`src/rtl/servant_boot_loader.sv`:
```
// servant_boot_loader: copies a flash image into RAM over SPI READ (0x03) and then releases the CPU from reset.
module servant_boot_loader #(
  parameter logic [23:0] FLASH_ADDR = 24'h100000,
  parameter int          WORDS      = 2048,
  parameter logic [31:0] RAM_BASE   = 32'h0000_0000,
  parameter int          CLK_DIV    = 2
) (
  input  logic        wb_clk,
  input  logic        wb_rstn,
  output logic [31:0] o_wb_adr,
  output logic [31:0] o_wb_dat,
  output logic [3:0]  o_wb_sel,
  output logic        o_wb_we,
  output logic        o_wb_cyc,
  input  logic        i_wb_ack,
  output logic        o_flash_SCK,
  output logic        o_flash_CSn,
  output logic        o_flash_MOSI,
  input  logic        i_flash_MISO,
  output logic        o_busy,
  output logic        o_cpu_rst,
  output logic        o_done
);
  localparam int DW = $clog2(CLK_DIV + 1);
  localparam int CW = WORDS > 0 ? $clog2(WORDS + 1) : 1;
  typedef enum logic [2:0] {IDLE, CMD, READ, WRITE, DONE} state_t;
  state_t state;
  logic [DW-1:0] div;
  logic [4:0] bits;
  logic [CW-1:0] words;
  logic [31:0] sh;
  logic tick;
  assign tick = div == DW'(CLK_DIV - 1);
  assign o_wb_we = o_wb_cyc;
  assign o_wb_sel = {4{o_wb_cyc}};
  // the shift register holds the word big-endian as received; RAM wants the first byte in the low lane
  assign o_wb_dat = {sh[7:0], sh[15:8], sh[23:16], sh[31:24]};
  always_ff @(posedge wb_clk or negedge wb_rstn)
    if (!wb_rstn) begin
      state <= IDLE;
      div <= '0;
      bits <= '0;
      words <= '0;
      sh <= '0;
      o_wb_adr <= RAM_BASE;
      o_wb_cyc <= 1'b0;
      o_flash_SCK <= 1'b0;
      o_flash_CSn <= 1'b1;
      o_flash_MOSI <= 1'b0;
      o_busy <= 1'b1;
      o_cpu_rst <= 1'b1;
      o_done <= 1'b0;
    end else
      case (state)
        IDLE:
          if (WORDS == 0) begin
            state <= DONE;
            o_busy <= 1'b0;
            o_cpu_rst <= 1'b0;
            o_done <= 1'b1;
          end else begin
            sh <= {8'h03, FLASH_ADDR};
            o_flash_CSn <= 1'b0;
            state <= CMD;
          end
        CMD, READ: begin
          div <= tick ? '0 : div + DW'(1);
          if (tick) begin
            o_flash_SCK <= !o_flash_SCK;
            if (!o_flash_SCK && state == READ) sh <= {sh[30:0], i_flash_MISO};
            if (o_flash_SCK) begin
              bits <= bits + 5'd1;
              if (state == CMD) begin
                sh <= {sh[30:0], 1'b0};
                o_flash_MOSI <= bits != 5'd31 && sh[30];
              end
              if (bits == 5'd31) begin
                state <= state == CMD ? READ : WRITE;
                o_wb_cyc <= state == READ;
              end
            end
          end
        end
        WRITE:
          if (i_wb_ack) begin
            o_wb_cyc <= 1'b0;
            o_wb_adr <= o_wb_adr + 32'd4;
            words <= words + CW'(1);
            if (words + CW'(1) == CW'(WORDS)) begin
              state <= DONE;
              o_flash_CSn <= 1'b1;
              o_busy <= 1'b0;
              o_cpu_rst <= 1'b0;
              o_done <= 1'b1;
            end else
              state <= READ;
          end
        DONE: ;
        default: state <= IDLE;
      endcase
endmodule

```
`config.mk`:
```
export PLATFORM = sky130hd
export DESIGN_NAME = servant_boot_loader
export DESIGN_NICKNAME = d
export VERILOG_FILES = /design/src/rtl/servant_boot_loader.sv
export SDC_FILE = /design/constraint.sdc
export NUM_CORES = 1
export LEC_CHECK = 0
export BUFFER_PORTS_ARGS = -buffer_cell sky130_fd_sc_hd__buf_2
export CORE_MARGIN = 2
export CORE_UTILIZATION = 45
export DETAILED_ROUTE_END_ITERATION = 8
export PLACE_DENSITY = 0.67
export REMOVE_ABC_BUFFERS = 1
export SETUP_SLACK_MARGIN = 0.02
export SYNTH_ARGS = -nofsm -noshare
export SYNTH_HDL_FRONTEND = slang
export SYNTH_SLANG_ARGS = --single-unit
```
`constraint.sdc`:
```
create_clock -name wb_clk -period 2.4 [get_ports wb_clk]
set_input_delay 0.36 -clock wb_clk [delete_from_list [all_inputs] [get_ports wb_clk]]
set_output_delay 0.36 -clock wb_clk [all_outputs]
set_load 0.05 [all_outputs]
```
Word level (Yosys, flattened, before mapping). Cells that the tools add are included.

Register bits after elaboration: 92. Bits in latches: 0. RAM bits: 0. Bits in read-only memories: 0. Output and inout bits: 76. Logic and storage cells: 68. Memories: 0.

Add/sub/neg operators: 4. Multiply operators: 0. Divide/modulo/power cells: 0. Magnitude comparators: 0. Eq/ne operators: 13. Shifts and indexed selects: 0. Mux-type cells: 21. Bitwise logic cells: 1. Reductions and logical operators: 17.

Operator list (number): $mux W32 (4); $pmux W32 S2 (1); $add A32 B3 Y32 const B (1); $mux W3 (5); $add A12 B1 Y12 const B (1); $eq A12 B12 Y1 const B (1); $pmux W3 S4 (1); $ne A2 B2 Y1 const B (5); $reduce_and A5 Y1 (2); $reduce_and A3 Y1 (3); $mux W1 (7); $eq A3 B2 Y1 const B (2); $reduce_and A2 Y1 (3); $reduce_bool A2 Y1 (3); $add A5 B1 Y5 const B (1); $eq A5 B5 Y1 const B (1); $ne A5 B5 Y1 const B (1); $pmux W1 S2 (2); $reduce_and A4 Y1 (1); $eq A3 B1 Y1 const B (1); $eq A3 B3 Y1 const B (1); $logic_not A3 Y1 (1); $add A2 B1 Y2 const B (1); $eq A2 B1 Y1 const B (1); 5 further kinds (6).

Logic depth before layout (Yosys ltp).
Word-level depth: 7. Gate-level depth with buffers: 8. Depth with buffers taken out: 6.

Worst setup path before layout. No wires, ideal clock.

Kind: register -> register. Start: register o_wb_adr[7]. End: register o_wb_adr[29]. Data arrival time: 1.907 ns. Required time: 2.260 ns. Path slack: 0.353 ns. Stages on the path, launching flop included: 7. Clock period less this slack: 2.047 ns. Cells stage by stage: dfrtp_1 -> nand4_1 -> nor4_4 -> and3_1 -> buf_6 -> nand4_4 -> xnor2_2.

Cells in the longest elaborated chain, start to end: 1.

Ends and longest elaborated chain: start: declaration (line 10) `output logic [31:0] o_wb_adr,`; start signal: assignment (line 87) `o_wb_adr <= o_wb_adr + 32'd4;`; $add A32 B3 Y32 (line 87).

Every way passes these cells. A chain may end at the register's enable or synchronous reset.

Worst setup path after layout.
Start: register state[2]. End: register sh[17].

Cells in the longest elaborated chain, start to end: 7. Elaborated cells between the ends (all ways): 13. Those cells by class: eq/ne (3); mux (5); reduce/logical (5).

Ends and longest elaborated chain: start: declaration (line 27) `state_t state;`; start signal: assignment (line 78) `state <= state == CMD ? READ : WRITE;`; $eq A3 B2 Y1 (line 54, 70); $logic_and A1 B1 Y1 (line 70) `if (!o_flash_SCK && state == READ) sh <= {sh[30:0], i_flash_MISO};`; $mux W32 (line 70); $mux W32 (line 73) `if (state == CMD) begin`; $mux W32 (line 71) `if (o_flash_SCK) begin`; $mux W32 (line 68) `if (tick) begin`; $pmux W32 S2 (line 54) `case (state)`; end signal: assignment (line 62) `sh <= {8'h03, FLASH_ADDR};`; end signal: assignment (line 70); end signal: assignment (line 74) `sh <= {sh[30:0], 1'b0};`; end: declaration (line 31) `logic [31:0] sh;`.

Several ways; a longest one is shown, not always the timed one. The select of a mux whose other input is x is not followed.

==> results_dict.tcl <==
set metrics [dict create \
    crit_path_end_kind "register" \
    gp_congestion 0.815 \
    post-cts-setup-buffers 0 \
    crit_family "compound AO/OA/AOI/OAI gates" \
    drc 0 \
    syn2layout_area_growth_pct 15.3 \
    route.final.wire_length_um 7990 \
    place_area_um2 4620 \
    crit_chain "or3b_1, a21oi_4, buf_4, o21ai_0" \
    crit_type "register to register" \
    core_um2 9150 \
    grt_pass1_vias 2825 \
    final_cells 589 \
    worst_slew_pin_slew_ns 1.01 \
    timing.critical_path.buf_inv 1 \
    combPwrFrac_pct 1.6 \
    wire_per_inst_um 13.6 \
    fin_crit_ns 2.05 \
    placed_cells 573 \
    root_buffer "clkbuf_8" \
    firstDrtPassIters 4 \
    ys.flop_type "dfrtp_1" \
    antenna_left 0 \
    cts_hold_buf 0 \
    drt-initial-drc-count 136 \
    die_area_um2 10100 \
    status "complete, no violations" \
    dr_total_vias 2988 \
    final_cell_area_um2 4830 \
    port_buffers 77 \
    hpwl_um 5670 \
    diodes 0 \
    fmax_ghz 0.488 \
    synthTopCellsByArea "dfrtp_1 53%, nand2_1 7.4%, xnor2_1 5.9%" \
    syn-mean-instance-area_um2 10.4 \
    io-pin-count 80 \
    fin_skew_ns 0.0125 \
    cts_sinks 90 \
    yosysTopAreaCell "dfrtp_1" \
    cts_made_buffers 9 \
    grt_first_pass_wirelength_um 13100 \
    internal_power_mw 2.02 \
    slew_viol_final 0 \
    switchingPower_mw 0.621 \
    finalHoldViolations 0 \
    grt_remaining_overflow 0 \
    placementRows 35 \
    power_frac_seq_pct 57.3 \
    finalSetupViolations 0 \
    clk_latency_ns 0.36 \
    crit_fanout 20 \
    r2r_slack_ns 0.35 \
    peakVddDrop_mv 0.293 \
    cts_resized 0 \
    die_y_um 100 \
    die_w_um 100 \
    synth_warnings 0 \
    rsz0062_at_grt "false" \
    initial_utilization_pct 45.8 \
    cts_tree "done" \
    grt_max_degree 48 \
    hp-class "primary input to async pin" \
    startpoint_type "register" \
    fin_crit_sh_pct 85.4 \
    clk_pin_slew_ns 0.10 \
    htree_levels 3 \
    netlist_area_um2 4190 \
    cpPeakStageDelay_ns 0.54 \
    syn_inst 403 \
    synth_edf_count 0 \
    switching_share_pct 23.5 \
    critical_path_required_ns 2.63 \
    cp_data_arrival_time_ns 2.28 \
    synth_top_cell_area_share_pct 52.6 \
    clockBufferDepth 2 \
    synth_cell_types 53 \
    reg2regPathDepth 4 \
    cp.depth 4 \
    fillers 799 \
    power_leakage_nw 2.49 \
    drive_above_1_share_pct 23.8 \
    vias_per_cell 5.07 \
    relSlewSlack_pct 32.4 \
    p_clk_share_pct 41.1 \
    cap_violations 0 \
    nets 482 \
    slowest_stage "or3b_1" \
    ys_seq_area_share_pct 53.8 \
    antenna_found_initial 0 \
    powerDensity_nw_per_um2 547 \
    ys_ff_latch 90 \
    grt_use_total_pct 16.3 \
    async_reset_ff_share_pct 100 \
]
==> power groups by stage <==
| stage | registers [mW] | clock network, mW | logic [mW] |
|---|---|---|---|
| floorplan | 1.55 | 0 | 0.00703 |
| global placement | 1.55 | 0 | 0.0459 |
| detailed placement | 1.55 | 0 | 0.0469 |
| CTS | 1.52 | 1.12 | 0.0467 |
| global route | 1.52 | 1.18 | 0.0511 |
| finish | 1.52 | 1.09 | 0.0434 |
==> path summary, 6_finish.rpt <==
| check | to | from |
|---|---|---|
| max reg2reg | sh[17]$_DFFE_PN0P_ | state[2]$_DFFE_PN0P_ |
| max | sh[17]$_DFFE_PN0P_ | state[2]$_DFFE_PN0P_ |
| min in group wb_clk | sh[0]$_DFFE_PN0P_ | i_flash_MISO |
| min | o_wb_adr[23]$_DFFE_PN0P_ | wb_rstn |
| min reg2reg | o_wb_adr[31]$_DFFE_PN0P_ | o_wb_adr[31]$_DFFE_PN0P_ |
| max in group asynchronous | bits[3]$_DFFE_PN0P_ | wb_rstn |
==> cells in the final DEF (no fill, tap or decap), types with 2 or more instances in the layout <==
cell type,netlist,final
nand2_1,83,83
mux2i_1,7,7
clkbuf_8,0,9
inv_1,4,4
buf_4,13,7
o21a_1,3,3
and3_1,10,10
nor3_1,4,4
o21ai_0,29,29
and4_1,3,3
nand3b_1,2,2
inv_6,0,4
ha_1,5,5
xnor2_1,28,28
nand4_1,11,11
nor3_2,2,2
nor2b_1,4,4
mux2_1,2,2
buf_2,5,76
a21oi_1,3,3
xor2_1,19,19
conb_1,1,2
or3_1,3,3
dfstp_2,2,2
nor2_1,24,24
nand3_1,15,15
dfrtp_1,88,88
==> synth_stat cells, types with 2 or more instances <==
cell type  instances
dfrtp_1           88
nand2_1           83
o21ai_0           29
xnor2_1           28
nor2_1            24
xor2_1            19
nand3_1           15
buf_4             13
nand4_1           11
and3_1            10
mux2i_1            7
buf_2              5
clkbuf_1           5
ha_1               5
inv_1              4
nor2b_1            4
nor3_1             4
a21oi_1            3
and4_1             3
o21a_1             3
or3_1              3
buf_6              2
dfstp_2            2
mux2_1             2
nand3b_1           2
nor3_2             2
==> layer usage <==
metal	track usage [%]	vias to the layer above	wire [um]
li1	-	1489	-
met2	25.9	56	3760
met5	0	-	0
met4	5.37	0	97
met3	3.74	8	282
met1	22.1	1435	3850
==> flip-flops by register name, indices dropped and copies added (netlist names) <==
signal,cells
o_done,1
words,12
o_flash_MOSI,1
o_wb_adr,30
o_flash_SCK,1
o_flash_CSn,1
o_wb_cyc,1
o_cpu_rst,1
state,3
bits,5
div,2
sh,32
==> logic make-up after synthesis <==
| kind of cell | synth area share (%) |
|---|---|
| flops | 53.8 |
| compound gates | 6.18 |
| buf+inv | 4.39 |
| simple gates | 21.4 |
| mux | 2.48 |
| xor+xnor | 10.2 |
| other cells | 0.0895 |
| fa+ha+maj | 1.49 |
==> worst reg2reg max path: cells and delay by family, from the launching register on <==
family | cells | cell delay [ns]
simple gates | 1 | 0.54
compound gates | 2 | 0.62
buf+inv | 1 | 0.28
flops | 1 | 0.48
==> cell type report <==
cell class              instances  area, um^2  area share (%)
clock buffers                   9         124            2.56
clock inverters                 7        83.8            1.73
inverters                       4        15.0           0.311
multi-input cells             284        1760            36.5
flip-flops and latches         90        2250            46.7
well taps                     111         139            2.87
repair buffers                 84         453            9.37
==> through the flow <==
stage	setup WS [ns]	setup TNS (ns)	hold WS [ns]	total power, mW	utilization (%)
after floorplan	-0.233	-5.73	0.0644	1.55	-
after global placement	0.442	0	0.409	1.59	50.5
after detailed placement	0.360	0	0.421	1.59	50.5
after CTS	0.355	0	0.0213	2.68	52.8
after global routing	0.216	0	0.0448	2.75	52.8
final	0.349	0	0.000175	2.65	52.8
Note: power is estimated with default switching activity, not from simulation.
